==> src/rtl/sha256_stream_core_if.sv <==
// Block-stream port bundle for sha256_stream_core: message control, block
// handshake and digest result, with the core as slave and the feeder as master.
interface sha256_stream_core_if;
  logic                  start;
  logic                  iv_sel;
  logic [7:0][31:0]      iv_in;
  // A block transfers on every rising edge where blk_valid && blk_ready; the
  // master holds blk_data/blk_last stable while blk_valid is high and unaccepted.
  logic                  blk_valid;
  logic                  blk_ready;
  logic [15:0][31:0]     blk_data;
  logic                  blk_last;
  logic                  abort;
  logic                  busy;
  logic                  hash_valid;
  logic [7:0][31:0]      hash_out;

  modport master (
    output start, iv_sel, iv_in, blk_valid, blk_data, blk_last, abort,
    input  blk_ready, busy, hash_valid, hash_out
  );

  modport slave (
    input  start, iv_sel, iv_in, blk_valid, blk_data, blk_last, abort,
    output blk_ready, busy, hash_valid, hash_out
  );
endinterface

==> src/rtl/sha256_stream_core.sv <==
// Multi-block SHA-256 compression engine: chains the hash across a stream of
// pre-padded 512-bit blocks, running ROUNDS_PER_CYCLE rounds per clock.
module sha256_stream_core #(
  parameter int ROUNDS_PER_CYCLE = 1
) (
  input  logic                 clk,
  input  logic                 reset_n,
  sha256_stream_core_if.slave  bus,
  output logic [1:0]           state_dbg_o
);
  localparam int R = ROUNDS_PER_CYCLE;
  localparam logic [5:0] T_LAST = 6'(64 - R);

  if (!(R == 1 || R == 2 || R == 4 || R == 8)) begin : g_bad_rounds
    $error("sha256_stream_core: ROUNDS_PER_CYCLE must be 1, 2, 4 or 8");
  end

  typedef enum logic [1:0] {S_IDLE, S_WAIT_BLK, S_COMPUTE, S_FINAL} state_e;

  localparam logic [7:0][31:0] IV_STD = {
    32'h5be0cd19, 32'h1f83d9ab, 32'h9b05688c, 32'h510e527f,
    32'ha54ff53a, 32'h3c6ef372, 32'hbb67ae85, 32'h6a09e667};

  localparam logic [31:0] K_TAB [64] = '{
    32'h428a2f98, 32'h71374491, 32'hb5c0fbcf, 32'he9b5dba5, 32'h3956c25b, 32'h59f111f1, 32'h923f82a4, 32'hab1c5ed5,
    32'hd807aa98, 32'h12835b01, 32'h243185be, 32'h550c7dc3, 32'h72be5d74, 32'h80deb1fe, 32'h9bdc06a7, 32'hc19bf174,
    32'he49b69c1, 32'hefbe4786, 32'h0fc19dc6, 32'h240ca1cc, 32'h2de92c6f, 32'h4a7484aa, 32'h5cb0a9dc, 32'h76f988da,
    32'h983e5152, 32'ha831c66d, 32'hb00327c8, 32'hbf597fc7, 32'hc6e00bf3, 32'hd5a79147, 32'h06ca6351, 32'h14292967,
    32'h27b70a85, 32'h2e1b2138, 32'h4d2c6dfc, 32'h53380d13, 32'h650a7354, 32'h766a0abb, 32'h81c2c92e, 32'h92722c85,
    32'ha2bfe8a1, 32'ha81a664b, 32'hc24b8b70, 32'hc76c51a3, 32'hd192e819, 32'hd6990624, 32'hf40e3585, 32'h106aa070,
    32'h19a4c116, 32'h1e376c08, 32'h2748774c, 32'h34b0bcb5, 32'h391c0cb3, 32'h4ed8aa4a, 32'h5b9cca4f, 32'h682e6ff3,
    32'h748f82ee, 32'h78a5636f, 32'h84c87814, 32'h8cc70208, 32'h90befffa, 32'ha4506ceb, 32'hbef9a3f7, 32'hc67178f2};

  function automatic logic [31:0] rotr(input logic [31:0] x, input int n);
    return (x >> n) | (x << (32 - n));
  endfunction

  function automatic logic [31:0] ssig0(input logic [31:0] x);
    return rotr(x, 7) ^ rotr(x, 18) ^ (x >> 3);
  endfunction

  function automatic logic [31:0] ssig1(input logic [31:0] x);
    return rotr(x, 17) ^ rotr(x, 19) ^ (x >> 10);
  endfunction

  function automatic logic [7:0][31:0] round_step(input logic [7:0][31:0] s,
                                                   input logic [31:0] k,
                                                   input logic [31:0] w);
    logic [31:0] t1, t2;
    logic [7:0][31:0] n;
    t1 = s[7] + (rotr(s[4], 6) ^ rotr(s[4], 11) ^ rotr(s[4], 25))
       + ((s[4] & s[5]) ^ (~s[4] & s[6])) + k + w;
    t2 = (rotr(s[0], 2) ^ rotr(s[0], 13) ^ rotr(s[0], 22))
       + ((s[0] & s[1]) ^ (s[0] & s[2]) ^ (s[1] & s[2]));
    n[0] = t1 + t2;
    n[1] = s[0];
    n[2] = s[1];
    n[3] = s[2];
    n[4] = s[3] + t1;
    n[5] = s[4];
    n[6] = s[5];
    n[7] = s[6];
    return n;
  endfunction

  // Rounds t..t+R-1 only consume w[0..R-1], so the window is read directly.
  function automatic logic [7:0][31:0] run_rounds(input logic [7:0][31:0] work,
                                                   input logic [15:0][31:0] w,
                                                   input logic [5:0] t);
    logic [7:0][31:0] st;
    st = work;
    for (int r = 0; r < R; r++) st = round_step(st, K_TAB[t + 6'(r)], w[r]);
    return st;
  endfunction

  function automatic logic [15:0][31:0] next_window(input logic [15:0][31:0] w);
    logic [31:0] ext [16+R];
    logic [15:0][31:0] o;
    for (int i = 0; i < 16; i++) ext[i] = w[i];
    for (int r = 0; r < R; r++)
      ext[16+r] = ext[r] + ssig0(ext[r+1]) + ext[r+9] + ssig1(ext[r+14]);
    for (int i = 0; i < 16; i++) o[i] = ext[i+R];
    return o;
  endfunction

  state_e            state_q, state_d;
  logic [7:0][31:0]  hash_q, hash_d;
  logic [7:0][31:0]  work_q, work_d;
  logic [15:0][31:0] w_q, w_d;
  logic [5:0]        t_q, t_d;
  logic              last_q, last_d;
  logic [7:0][31:0]  hash_out_q, hash_out_d;
  logic              hash_valid_q, hash_valid_d;

  always_comb begin
    state_d      = state_q;
    hash_d       = hash_q;
    work_d       = work_q;
    w_d          = w_q;
    t_d          = t_q;
    last_d       = last_q;
    hash_out_d   = hash_out_q;
    hash_valid_d = 1'b0;
    unique case (state_q)
      S_IDLE: begin
        if (bus.start) begin
          hash_d  = bus.iv_sel ? bus.iv_in : IV_STD;
          state_d = S_WAIT_BLK;
        end
      end
      S_WAIT_BLK: begin
        // abort wins: a block offered in the same cycle stays with the sender.
        if (bus.abort) begin
          state_d = S_IDLE;
        end else if (bus.blk_valid) begin
          work_d  = hash_q;
          w_d     = bus.blk_data;
          last_d  = bus.blk_last;
          t_d     = '0;
          state_d = S_COMPUTE;
        end
      end
      S_COMPUTE: begin
        if (bus.abort) begin
          state_d = S_IDLE;
        end else begin
          work_d = run_rounds(work_q, w_q, t_q);
          w_d    = next_window(w_q);
          t_d    = t_q + 6'(R);
          if (t_q == T_LAST) state_d = S_FINAL;
        end
      end
      S_FINAL: begin
        if (bus.abort) begin
          state_d = S_IDLE;
        end else begin
          for (int n = 0; n < 8; n++) hash_d[n] = hash_q[n] + work_q[n];
          if (last_q) begin
            hash_out_d   = hash_d;
            hash_valid_d = 1'b1;
            state_d      = S_IDLE;
          end else begin
            state_d = S_WAIT_BLK;
          end
        end
      end
      default: state_d = S_IDLE;
    endcase
  end

  always_ff @(posedge clk or negedge reset_n) begin
    if (!reset_n) begin
      state_q      <= S_IDLE;
      hash_out_q   <= '0;
      hash_valid_q <= 1'b0;
    end else begin
      state_q      <= state_d;
      hash_out_q   <= hash_out_d;
      hash_valid_q <= hash_valid_d;
    end
  end

  // Datapath registers are qualified by state, so they need no reset.
  always_ff @(posedge clk) begin
    hash_q <= hash_d;
    work_q <= work_d;
    w_q    <= w_d;
    t_q    <= t_d;
    last_q <= last_d;
  end

  assign bus.blk_ready  = (state_q == S_WAIT_BLK);
  assign bus.busy       = (state_q != S_IDLE);
  assign bus.hash_valid = hash_valid_q;
  assign bus.hash_out   = hash_out_q;
  assign state_dbg_o    = state_q;
endmodule

==> src/flat_wrapper.sv <==
// flat-port wrapper written by rule: the top's interface ports become plain ports
module sha256_stream_core_flat 
#(
  parameter int ROUNDS_PER_CYCLE = 1
)
  (clk, reset_n, state_dbg_o, bus_start, bus_iv_sel, bus_iv_in, bus_blk_valid, bus_blk_data, bus_blk_last, bus_abort, bus_blk_ready, bus_busy, bus_hash_valid, bus_hash_out);
  sha256_stream_core_if bus_i ();
  input  logic clk;
  input  logic reset_n;
  output logic [1:0] state_dbg_o;
  input wire logic [$bits(bus_i.start)-1:0] bus_start;
  input wire logic [$bits(bus_i.iv_sel)-1:0] bus_iv_sel;
  input wire logic [$bits(bus_i.iv_in)-1:0] bus_iv_in;
  input wire logic [$bits(bus_i.blk_valid)-1:0] bus_blk_valid;
  input wire logic [$bits(bus_i.blk_data)-1:0] bus_blk_data;
  input wire logic [$bits(bus_i.blk_last)-1:0] bus_blk_last;
  input wire logic [$bits(bus_i.abort)-1:0] bus_abort;
  output wire logic [$bits(bus_i.blk_ready)-1:0] bus_blk_ready;
  output wire logic [$bits(bus_i.busy)-1:0] bus_busy;
  output wire logic [$bits(bus_i.hash_valid)-1:0] bus_hash_valid;
  output wire logic [$bits(bus_i.hash_out)-1:0] bus_hash_out;
  assign bus_i.start = bus_start;
  assign bus_i.iv_sel = bus_iv_sel;
  assign bus_i.iv_in = bus_iv_in;
  assign bus_i.blk_valid = bus_blk_valid;
  assign bus_i.blk_data = bus_blk_data;
  assign bus_i.blk_last = bus_blk_last;
  assign bus_i.abort = bus_abort;
  assign bus_blk_ready = bus_i.blk_ready;
  assign bus_busy = bus_i.busy;
  assign bus_hash_valid = bus_i.hash_valid;
  assign bus_hash_out = bus_i.hash_out;
  sha256_stream_core #(.ROUNDS_PER_CYCLE(ROUNDS_PER_CYCLE)) u_core (.clk(clk), .reset_n(reset_n), .bus(bus_i), .state_dbg_o(state_dbg_o));
endmodule
==> config.mk <==
export PLATFORM = sky130hd
export DESIGN_NAME = sha256_stream_core_flat
export DESIGN_NICKNAME = d
export VERILOG_FILES = /design/src/rtl/sha256_stream_core_if.sv /design/src/rtl/sha256_stream_core.sv /design/src/flat_wrapper.sv
export SDC_FILE = /design/constraint.sdc
export NUM_CORES = 2
export LEC_CHECK = 0
export ABC_AREA = 1
export BUFFER_PORTS_ARGS = -buffer_cell sky130_fd_sc_hd__buf_2
export CAP_MARGIN = 20
export CORE_AREA = 2 2 398 400
export CTS_BUF_LIST = sky130_fd_sc_hd__clkbuf_8
export CTS_CLUSTER_DIAMETER = 200
export CTS_CLUSTER_SIZE = 20
export DETAILED_ROUTE_END_ITERATION = 8
export DIE_AREA = 0 0 400 402
export MAX_ROUTING_LAYER = met4
export PLACE_DENSITY_LB_ADDON = 0.1
export RECOVER_POWER = 100
export SLEW_MARGIN = 20
export SYNTH_ARGS = -nofsm -noshare
export SYNTH_HDL_FRONTEND = slang
export SYNTH_SLANG_ARGS = --single-unit
==> constraint.sdc <==
create_clock -name clk -period 103.6 [get_ports clk]
set_clock_uncertainty 0.2 [all_clocks]
set_input_delay 5.18 -clock clk [delete_from_list [all_inputs] [get_ports clk]]
set_output_delay 5.18 -clock clk [all_outputs]
set_load 0.05 [all_outputs]
==> reports/summary.txt <==
STATUS
---------------------------------------------------------------------------
Outcome                                                        finished with violations
Failing checks                                                 max-capacitance violations, max-slew violations

YOSYS
---------------------------------------------------------------------------
Syn nets                                                             11,980
Cells after synthesis                                                10,620
Netlist Area Pre-Place                                          85,690 um^2
Number of enable flip-flop cells after synthesis                      1,031
Mean area per synthesized cell                                   8.070 um^2
Post-synthesis sequential area ratio                                 43.69%
Ys async rst share                                                   20.08%
Most used DFF post-synth                                           edfxtp_1
Share of the synthesized area in the top cell type                   36.13%
Count of warnings emitted by yosys                                        0
Count of unique library cells instantiated by Yosys                      57
Top post-synthesis cells by area                               edfxtp_1 36%, nand2_1 17%, dfrtp_1 7.6%, ha_1 5.7%, fa_1 4.6%
Post-synthesis register bit count                                     1,290
Yosys top cell by area                                             edfxtp_1

WORST HOLD PATH
---------------------------------------------------------------------------
Worst hold stages                                                         2
Hold Path Class                                                     reg2reg
Sink of the worst hold path                                    u_core.bus.hash_out[82]
Min-delay src                                                  u_core.bus.hash_out[82]

STA
---------------------------------------------------------------------------
Final period util                                                    18.32%
Highest clock rate                                                52.70 MHz
Final-report setup violation count                                        0
Crit path time final                                              18,970 ps
Slew at the pin with the worst max-slew slack                       8770 ps
Setup repair after global routing missed its margin                   false
Final hold violation count                                                0
Total Negative Setup Slacks                                            0 ps
PnR worst setup slack                                             84,630 ps
Pins Over Slew Limit                                                  3,077
Max transition margin                                               -484.7%

PLACEMENT
---------------------------------------------------------------------------
Port Buffers                                                          1,035
Post-place instance area                                        92,400 um^2
Sum of net half-perimeters after detailed placement              282,700 um
Worst-case setup slack after placement                            93,050 ps
Placed Cells incl. Taps                                              13,400
Final weighted congestion in routability-driven placement             1.048

WORST SETUP PATH
---------------------------------------------------------------------------
Max Fanout on Critical Path                                              77
Critical Path Source Type                                              flop
WP data arrival                                                   19,180 ps
Endpoint of the worst register-to-register path                u_core.w_q[110]
Reg2Reg Launch Point                                           u_core.state_dbg_o[1]
Required time of the critical path                               103,810 ps
CP Class                                                            reg2reg
Kind of capture point of the worst setup path                          flop
Length in cells of the worst reg-to-reg path                             10
Reg-to-reg setup timing slack                                     84,630 ps

CLOCK NETWORK
---------------------------------------------------------------------------
Total of cells resized after clock tree synthesis                         0
CTS tree                                                               done
Hold Buf Count CTS                                                        0
Maximum clock insertion buffer count                                      3
Clock transition at path regs                                        170 ps
Clk root buf                                                       clkbuf_8
Number of clock sinks                                                 1,290
Worst-Skew Late Latency                                              910 ps
TritonCTS buffer count                                                   74
CTS H-Tree Depth                                                          3
Post-CTS Setup Repair Bufs                                                0

FINAL LAYOUT
---------------------------------------------------------------------------
Area growth from synthesis to layout                                 8.871%
Count of non-filler cells in the finished layout                     13,600
Post-route cell area                                            93,290 um^2
Final net count                                                      12,770
Layout fillers                                                       13,960
Share of layout cells above drive strength 1                         7.906%

DIE
---------------------------------------------------------------------------
Initial standard-cell utilization of the core                        54.54%
Die area                                                       160,800 um^2
Height of the chip                                                   402 um
Core Region                                                    157,100 um^2
Die W                                                                400 um
Number of core rows                                                     146
Number of top-level design ports                                      1,036

DRT
---------------------------------------------------------------------------
DRC marker count from the first detailed-route iteration             12,560
Vias/cell                                                             6.085
Post-detailed-route DRC marker count                                      0
DR vias                                                              82,730
Antenna-violating nets left                                               0
First-pass detailed-route iteration total                                 7
Wirelength per Cell                                                26.22 um
Wirelength, routed                                               356,500 um

FLOW RUN
---------------------------------------------------------------------------
Number of maximum-capacitance constraint violations                      42

GRT
---------------------------------------------------------------------------
GRT Overall Usage                                                    44.24%
First-pass GRT wire length                                       508,500 um
Maximum number of pins on one net before global-route repair            251
Vias in the first global route                                       78,360
Antenna violations before repair                                         64
Aggregate global routing overflow                                         0

## worst max-delay path, stage by stage, from the launching register on
cell,delay [ps]
dfrtp_1,470
inv_1,80
nor2_1,570
clkinvlp_2,2490
nor2_1,1120
a2bb2oi_1,800
clkbuf_1,1140
clkbuf_1,2860
clkbuf_1,2790
clkbuf_1,2860
clkbuf_1,2930
## synthesized netlist by cell type (all sizes together), types with 81 or more instances
| cell type | n |
|---|---|
| nand2 | 3924 |
| edfxtp | 1031 |
| inv | 955 |
| a21oi | 690 |
| o21ai | 689 |
| nor2 | 575 |
| nand3 | 469 |
| ha | 393 |
| clkbuf | 291 |
| dfrtp | 259 |
| xor2 | 220 |
| fa | 195 |
| xnor2 | 187 |
| nand4 | 131 |
| buf | 90 |
| o21bai | 81 |
## flip-flops by register name (all words and copies together) (netlist names)
signal / count
u_core.bus.hash_out: 256
u_core.state_dbg_o: 2
u_core.hash_q: 256
u_core.last_q: 1
u_core.work_q: 256
u_core.bus.hash_valid: 1
u_core.w_q: 512
u_core.t_q: 6
## worst max-delay path by stage
stage | from | endpoint | slack (ps) | cells after the start
after floorplan | bus_abort | u_core.t_q[0] | 56400 | 2
after global placement | bus_abort | u_core.w_q[111] | 93280 | 7
after detailed placement | bus_abort | u_core.w_q[113] | 93050 | 7
after CTS | u_core.t_q[0] | u_core.work_q[18] | 93880 | 32
after global routing | u_core.state_dbg_o[1] | u_core.w_q[140] | 83400 | 10
final | u_core.state_dbg_o[1] | u_core.w_q[110] | 84630 | 10
## cells in the final DEF, fill, tap and decap left out, drive strengths merged, types with 49 or more instances in the layout
cell type / synthesis / final
nand2: 3924 / 3924
edfxtp: 1031 / 1031
inv: 955 / 1004
buf: 90 / 792
a21oi: 690 / 690
o21ai: 689 / 689
nor2: 575 / 575
nand3: 469 / 469
ha: 393 / 393
clkbuf: 291 / 376
dfrtp: 259 / 259
xor2: 220 / 220
fa: 195 / 195
xnor2: 187 / 187
nand4: 131 / 131
o21bai: 81 / 81
nor3: 71 / 71
diode: 0 / 65
nand3b: 64 / 64
a21o: 49 / 49
## layout make-up
cell class | instances | area [um^2] | area share [%]
Sequential cell | 1290 | 37440 | 40.13
Clock inverter | 54 | 252.7 | 0.2709
Multi-Input combinational cell | 7990 | 43050 | 46.15
Clock buffer | 75 | 1032 | 1.107
Inverter | 957 | 3601 | 3.860
Antenna cell | 65 | 162.7 | 0.1744
Tap cell | 2072 | 2592 | 2.779
Timing Repair Buffer | 1093 | 5156 | 5.527
## kinds of logic after synthesis
family          count (synthesis)  synth area share (%)
xor+xnor                      407                 4.160
compound gates               1710                 11.00
simple gates                 5281                 24.74
flops                        1290                 43.69
buf+inv                      1338                 6.064
fa+ha+maj                     592                 10.34
## routing by layer
layer | up-vias | share of wire [%] | global-route usage (%)
met1 | 39020 | 39 | 58.71
met5 | - | 0 | -
met3 | 1127 | 11 | 7.143
met2 | 5921 | 44 | 65.12
met4 | 0 | 6.6 | 23.81
li1 | 36670 | - | -
## per-stage QoR
step | utilization (%) | hold slack (ps)
after global placement | 58.82 | 253.8
final | 59.38 | 293.1
after detailed placement | 58.82 | 254.8
after floorplan | - | 294.3
after CTS | 59.64 | 289.5
after global routing | 59.38 | 311.0
Power is left out: the tool's default activity adds up to more than one toggle a clock period on the data nets, which glitch-free logic cannot reach.
